==> config.mk <==
export PLATFORM = sky130hd
export DESIGN_NAME = get_field_pipe
export DESIGN_NICKNAME = d
export VERILOG_FILES = /design/src/rtl/get_field_pipe.sv
export SDC_FILE = /design/constraint.sdc
export NUM_CORES = 2
export LEC_CHECK = 0
export ABC_AREA = 1
export CORE_AREA = 3 3 505 507
export CTS_CLUSTER_SIZE = 12
export DETAILED_ROUTE_END_ITERATION = 12
export DIE_AREA = 0 0 508 510
export GPL_TIMING_DRIVEN = 1
export MAX_ROUTING_LAYER = met4
export PLACE_DENSITY = 0.52
export SYNTH_ARGS = -nofsm -noshare
export SYNTH_HDL_FRONTEND = slang
export SYNTH_SLANG_ARGS = --single-unit
==> constraint.sdc <==
create_clock -name clk -period 136.4 [get_ports clk]
set_clock_uncertainty 0.2 [all_clocks]
set_input_delay 27.28 -clock clk [delete_from_list [all_inputs] [get_ports clk]]
set_output_delay 27.28 -clock clk [all_outputs]
set_load 0.03 [all_outputs]
==> src/rtl/get_field_pipe.sv <==
// Extracts a field from the SOP beat of each Avalon-ST packet and tags every beat of that packet with it
// plus a masked-match flag; 1-cycle latency, full throughput via skid buffer, registered in_ready.
module get_field_pipe #(
    parameter int AVST_DATA_WIDTH = 600,
    parameter int EMPTY_WIDTH     = 7,
    parameter int GET_DATA_WIDTH  = 8,
    parameter int GET_ADDR_OFFSET = 0,
    parameter int CNT_WIDTH       = 32
) (
    input  logic                       clk,
    input  logic                       rst,
    input  logic [AVST_DATA_WIDTH-1:0] in_data,
    input  logic [EMPTY_WIDTH-1:0]     in_empty,
    input  logic                       in_valid,
    output logic                       in_ready,
    input  logic                       in_sop,
    input  logic                       in_eop,
    input  logic [GET_DATA_WIDTH-1:0]  match_value,
    input  logic [GET_DATA_WIDTH-1:0]  match_mask,
    output logic [AVST_DATA_WIDTH-1:0] out_data,
    output logic [EMPTY_WIDTH-1:0]     out_empty,
    output logic                       out_sop,
    output logic                       out_eop,
    output logic                       out_valid,
    input  logic                       out_ready,
    output logic [GET_DATA_WIDTH-1:0]  get_data,
    output logic                       get_valid,
    output logic                       get_hit,
    output logic                       proto_err,
    output logic [CNT_WIDTH-1:0]       pkt_count,
    output logic [CNT_WIDTH-1:0]       hit_count
);

    generate
        if (GET_ADDR_OFFSET + GET_DATA_WIDTH > AVST_DATA_WIDTH) begin : g_bad_field
            $error("get_field_pipe: field extends beyond the beat");
        end
    endgenerate

    localparam logic [CNT_WIDTH-1:0] CNT_ONE = {{(CNT_WIDTH-1){1'b0}}, 1'b1};

    typedef enum logic {S_IDLE, S_IN_PKT} state_t;

    // One beat plus its field annotation; out and skid stages each hold a full copy.
    typedef struct packed {
        logic [AVST_DATA_WIDTH-1:0] data;
        logic [EMPTY_WIDTH-1:0]     empty;
        logic                       sop;
        logic                       eop;
        logic                       gvld;
        logic [GET_DATA_WIDTH-1:0]  gdat;
        logic                       ghit;
    } beat_t;

    state_t                      r_state;
    state_t                      w_state_nxt;
    logic [GET_DATA_WIDTH-1:0]   r_held_field;
    logic                        r_held_hit;
    logic                        r_perr;
    logic [CNT_WIDTH-1:0]        r_pkt_count;
    logic [CNT_WIDTH-1:0]        r_hit_count;

    beat_t                       r_out;
    logic                        r_out_vld;
    beat_t                       r_skid;
    logic                        r_skid_vld;
    logic                        r_in_ready;

    logic                        w_acc;
    logic                        w_out_free;
    logic                        w_skid_vld_nxt;
    logic [GET_DATA_WIDTH-1:0]   w_field;
    logic                        w_hit;
    logic                        w_capture;
    logic                        w_perr;
    beat_t                       w_beat;

    assign w_acc      = in_valid && r_in_ready;
    assign w_out_free = !r_out_vld || out_ready;
    assign w_field    = in_data[GET_ADDR_OFFSET +: GET_DATA_WIDTH];
    assign w_hit      = ((w_field ^ match_value) & match_mask) == '0;

    always_ff @(posedge clk or posedge rst) begin
        if (rst) begin
            r_state <= S_IDLE;
        end else begin
            r_state <= w_state_nxt;
        end
    end

    always_comb begin
        w_state_nxt = r_state;
        w_capture   = 1'b0;
        w_perr      = 1'b0;
        w_beat.data  = in_data;
        w_beat.empty = in_empty;
        w_beat.sop   = in_sop;
        w_beat.eop   = in_eop;
        w_beat.gvld  = 1'b0;
        w_beat.gdat  = '0;
        w_beat.ghit  = 1'b0;
        if (w_acc) begin
            if (in_sop) begin
                // An SOP inside a packet restarts the packet rather than being dropped.
                w_capture   = 1'b1;
                w_perr      = (r_state == S_IN_PKT);
                w_beat.gvld = 1'b1;
                w_beat.gdat = w_field;
                w_beat.ghit = w_hit;
                w_state_nxt = in_eop ? S_IDLE : S_IN_PKT;
            end else if (r_state == S_IDLE) begin
                w_perr = 1'b1;
            end else begin
                w_beat.gvld = 1'b1;
                w_beat.gdat = r_held_field;
                w_beat.ghit = r_held_hit;
                if (in_eop) begin
                    w_state_nxt = S_IDLE;
                end
            end
        end
    end

    always_ff @(posedge clk or posedge rst) begin
        if (rst) begin
            r_held_field <= '0;
            r_held_hit   <= 1'b0;
            r_perr       <= 1'b0;
            r_pkt_count  <= '0;
            r_hit_count  <= '0;
        end else begin
            r_perr <= w_perr;
            if (w_capture) begin
                r_held_field <= w_field;
                r_held_hit   <= w_hit;
                if (r_pkt_count != '1) begin
                    r_pkt_count <= r_pkt_count + CNT_ONE;
                end
                if (w_hit && (r_hit_count != '1)) begin
                    r_hit_count <= r_hit_count + CNT_ONE;
                end
            end
        end
    end

    // in_ready only accepts while the skid is empty, so skid and input never compete.
    assign w_skid_vld_nxt = w_out_free ? 1'b0 : (r_skid_vld || w_acc);

    always_ff @(posedge clk or posedge rst) begin
        if (rst) begin
            r_out      <= '0;
            r_out_vld  <= 1'b0;
            r_skid     <= '0;
            r_skid_vld <= 1'b0;
            r_in_ready <= 1'b0;
        end else begin
            if (w_out_free) begin
                if (r_skid_vld) begin
                    r_out     <= r_skid;
                    r_out_vld <= 1'b1;
                end else if (w_acc) begin
                    r_out     <= w_beat;
                    r_out_vld <= 1'b1;
                end else begin
                    r_out_vld <= 1'b0;
                end
            end else if (w_acc) begin
                r_skid <= w_beat;
            end
            r_skid_vld <= w_skid_vld_nxt;
            r_in_ready <= !w_skid_vld_nxt;
        end
    end

    assign in_ready  = r_in_ready;
    assign out_data  = r_out.data;
    assign out_empty = r_out.empty;
    assign out_sop   = r_out.sop;
    assign out_eop   = r_out.eop;
    assign out_valid = r_out_vld;
    assign get_data  = r_out.gdat;
    assign get_valid = r_out.gvld;
    assign get_hit   = r_out.ghit;
    assign proto_err = r_perr;
    assign pkt_count = r_pkt_count;
    assign hit_count = r_hit_count;

endmodule

# Word level (Yosys, flattened, before mapping)
# Cells that the tools add are included.
[totals]
input_bits = 629
register_bits = 1316
out_inout_bits = 686
[op_classes]
n_reduce_logical = 12
mux = 15
add_sub_neg = 2
n_eq_ne = 2
bitwise = 3
[ops]
columns = ["operator", "n"]
rows = [
  ["$mux 619", 2],
  ["$add 32x1->32 const B", 2],
  ["$ne 32x32->1 const B", 2],
  ["$mux 10", 2],
  ["$mux 1", 11],
  ["$and 8x8->8", 1],
  ["$logic_not 8->1", 1],
  ["$reduce_and 2->1", 4],
  ["$xor 8x8->8", 1],
  ["$logic_and 1x1->1", 2],
  ["$logic_not 1->1", 2],
  ["$logic_or 1x1->1", 2],
  ["$reduce_bool 2->1", 1],
  ["$not 1->1", 1],
]

# Depth between registers and ports, before layout
[depth]
word_depth = 6
depth_mapped = 11

# Least setup slack after synthesis
# No wires, ideal clock.
[synth_path]
path_kind = "input-to-reg"
startpoint = "input port in_valid"
endpoint = "register r_hit_count[2], in the netlist hit_count[2]"
t_arrival_ns = 28.281
path_stages = 8
required_ns = 136.081
setup_slack_ns = 107.800
path_cell_list = "nand2_1 -> nor2_2 -> inv_1 -> nor2_2 -> nand2_4 -> buf_6 -> nand2_1 -> nand2_1"
[synth_between]
elab_chain_len = 3
[synth_rtl]
columns = ["item", "line", "rtl"]
rows = [
  ["from (decl)", "14", "input logic in_valid,"],
  ["$logic_and 1x1->1", "78", "assign w_acc = in_valid && r_in_ready;"],
  ["$mux 1", "102", "if (w_acc) begin"],
  ["$reduce_and 2->1 (no source line)", "-", ""],
  ["to (signal assigned)", "140", "r_hit_count <= r_hit_count + CNT_ONE;"],
  ["to (decl)", "61", "logic [CNT_WIDTH-1:0] r_hit_count;"],
]
# Every way passes these cells.
# A chain may end at the register's enable or synchronous reset.

# Final worst setup path
[layout_path]
startpoint = "input port in_valid"
endpoint = "register r_out, in the netlist out_data[356]"
[layout_between]
elab_chain_len = 3
[layout_rtl]
columns = ["item", "line", "rtl"]
rows = [
  ["$logic_and 1x1->1", "78", ""],
  ["$reduce_bool 2->1 (no source line)", "-", ""],
  ["$reduce_and 2->1 (no source line)", "-", ""],
  ["to (signal assigned)", "159", "r_out <= r_skid;"],
  ["to (signal assigned)", "162", "r_out <= w_beat;"],
  ["to (decl)", "63", "beat_t r_out;"],
]
# Every way passes these cells.

==> qor.txt <==
Post-synth EDFFs: 0
Status: complete, no violations
Cells resized by post-CTS repair: 0
Syn avg cell area: 8.26 sq um
Clock buffer depth: 3
Max-slew violation count: 0
CP Cell Sequence: clkdlybuf4s50_1 > nand2_1 > nand2_1 > nand2_1 > inv_8 > buf_4 > buf_4 > buf_12 > buf_4 > a31oi_1
DR vias: 50200
DRC violations left: 0
Layout cell share with drive strength beyond 1: 4.17%
Synth cell count leaders: nand2_1, dfrtp_1, nor2_1, a31oi_1, clkbuf_1
Clk network pwr share: 28.9%
Wire per inst: 20.2 microns
Leak: 34.8 nW
Io pins: 1315
Cells after synthesis: 6737
Psw: 0.557 mW
Placer congestion estimate: 0.844
Rel. slew slack: 14.7%
CTS tree: done
Final min period: 33.23 ns
Vias in the first global route: 47700
Congestion Overflow GR: 0
Gate power share: 32.1%
Fin nets: 8469
Top-area cell type share of the netlist area: 59.2%
CTS sink cnt: 1316
First-pass GRT wire length: 334 mm
Worst slew pin tran: 1.28 ns
Die ar.: 259000 sq um
TritonCTS buffer count: 155
Die height: 510 microns
Seq pwr share: 39.0%
Sum Neg Setup Slack: 0 ns
Routed Antenna Nets: 0
Seq/Total Area, Yosys: 59.2%
Initial Utilization: 22.2%
Synthesized area: 55600 sq um
Final Core Density: 30.8%
Pint: 0.936 mW
Post-Synthesis Net Count: 7369
Crit path max fanout: 183
CP max stage delay: 0.97 ns
CP Launch Type: input port
Crit Path Class: input port to register
CP Data Arrival Time: 33.63 ns
CP max stage cell: buf_4
Post-CTS Setup Repair Bufs: 0
Tot GR Track Use: 17.6%
Max-cap check violation count: 0
Clk_lat worst skew: 0.79 ns
Count leader, synth: nand2_1
Area Growth Syn to Fin: 38.7%
Fmax: 0.0301 GHz
Root Buffer: clkbuf_16
Hpwl dp: 161 mm
RSZ-0062 raised after global routing: no
Initial antenna violation count: 89
Cts hold-fix bufs: 0
Final wirelength: 231 mm
Synth Flop Type: dfrtp_1
Initial DRC Count: 4376
Synth area leader: dfrtp_1
Clock-pin transition on the worst setup and hold timing paths: 0.06 ns
Min-Delay Path Class: register to register
Synth async-reset ratio: 100%
Sw Ratio: 37.3%
Synth top area cells: dfrtp_1, nand2_1, a31oi_1
Vias/cell: 4.40
Final Setup Violations: 0
Synth unique cells: 29
H-Tree Depth: 4
Peak supply drop: 0.0135 mV
Chip width: 508 microns
Endpoints failing hold: 0
Largest net degree at the start of global routing: 210
Critical Path RT: 136.80 ns
Yosys reg bits: 1316
YS warnings: 0
Pwr dens: 19.3 nW/um^2
Final worst path period share: 24.4%
I/O Buffers: 1314
DRT Pass-1 Iters: 6
Power Total: 1.49 mW
Core area: 251000 sq um
Crit end category: register
WHS: 0.267 ns
Rows: 184
-- cell usage in the layout, fill, tap and decap left out, types with 2 or more instances in the layout --
cell | netlist | routed
dfrtp_1 | 1316 | 1315
clkinv_2 | 0 | 18
clkdlybuf4s50_1 | 0 | 1314
clkinvlp_4 | 0 | 5
clkbuf_16 | 0 | 156
nor2_4 | 1 | 2
clkinv_4 | 0 | 2
inv_8 | 0 | 4
ha_1 | 3 | 3
buf_12 | 0 | 5
nand2_2 | 3 | 3
nor2_2 | 5 | 4
nand3_2 | 2 | 2
nand2_1 | 3399 | 3399
clkbuf_1 | 225 | 37
nand3b_1 | 20 | 20
bufinv_16 | 0 | 7
nor3_1 | 15 | 15
o21ai_2 | 7 | 7
xor2_1 | 20 | 20
nand4_1 | 2 | 2
diode_2 | 0 | 77
nand2_4 | 2 | 2
inv_1 | 63 | 62
buf_4 | 4 | 52
a22oi_1 | 8 | 8
clkbuf_8 | 0 | 45
nor3_2 | 2 | 2
nand3_1 | 56 | 56
a21oi_1 | 9 | 9
xnor2_1 | 11 | 11
inv_16 | 0 | 2
nor2_1 | 707 | 707
clkinv_8 | 0 | 3
a31oi_1 | 610 | 610
clkinv_16 | 0 | 8
o21ai_0 | 43 | 43
-- state kept, by name (all words and copies together), names as in the netlist --
register	count
get_hit	1
in_ready	1
r_state	1
get_valid	1
out_data	600
r_skid	619
r_held_field	8
get_data	8
pkt_count	32
proto_err	1
hit_count	32
out_sop	1
out_valid	1
out_eop	1
out_empty	7
r_held_hit	1
r_skid_vld	1
-- stage by stage --
stage / instance area (sq um) / worst slack [ns] / std cells
floorplan: 55600 / 71.82 / 6737
global placement: 71600 / 102.15 / 11000
detailed placement: 71600 / 102.13 / 11000
CTS: 77000 / 103.02 / 11300
global route: 77100 / 102.52 / 11400
finish: 77200 / 103.17 / 11400
-- critical path: cells and delay by family --
family | cells | cell delay [ns]
buffers and inverters | 6 | 4.79
AND/OR/NAND/NOR | 3 | 0.93
AO/OA/AOI/OAI | 1 | 0.20
-- power by group through the flow --
stage | clock network [mW] | registers [mW] | logic [mW]
after global routing | 0.463 | 0.597 | 0.518
after global placement | 0 | 0.585 | 0.481
after detailed placement | 0 | 0.587 | 0.486
after floorplan | 0 | 0.687 | 0.150
final | 0.432 | 0.582 | 0.479
after CTS | 0.447 | 0.582 | 0.488
-- kinds of logic after synthesis --
kind of cell	after synthesis	synth area share, %
compound gates	677	7.55
flops	1316	59.2
xor+xnor	31	0.488
buf+inv	495	3.82
fa+ha+maj	3	0.0675
simple gates	4215	28.9
-- layer usage --
metal	routed length, microns	track usage, %	vias up	share of wire [%]
met3	21000	6.29	284	9.1
li1	-	-	23700	-
met4	9070	7.07	0	3.9
met2	109000	27.8	1753	47
met5	0	-	-	0
met1	91200	20.4	24400	40
-- area by class of cell --
class	count	area (sq um)
Antenna cell	77	193
Sequential cell	1316	32900
Fill cell	26200	174000
Multi-Input combinational cell	4926	20600
Tap cell	3348	4190
Timing Repair Buffer	1371	13600
Inverter	67	282
Clock inverter	46	693
Clock buffer	238	4660
-- worst paths after layout --
kind	to	start	slack [ns]	depth (start not counted)
min in group asynchronous	out_data[48]	rst	26.90	2
hold reg to reg	r_skid[354]	r_skid[354]	0.27	2
setup / recovery	out_data[356]	in_valid	103.17	10
setup reg to reg	out_data[356]	r_skid_vld	129.20	9
max in group asynchronous	out_data[349]	rst	103.80	8
hold / removal	r_skid[354]	r_skid[354]	0.27	2
Note: power is estimated with default switching activity, not from simulation.
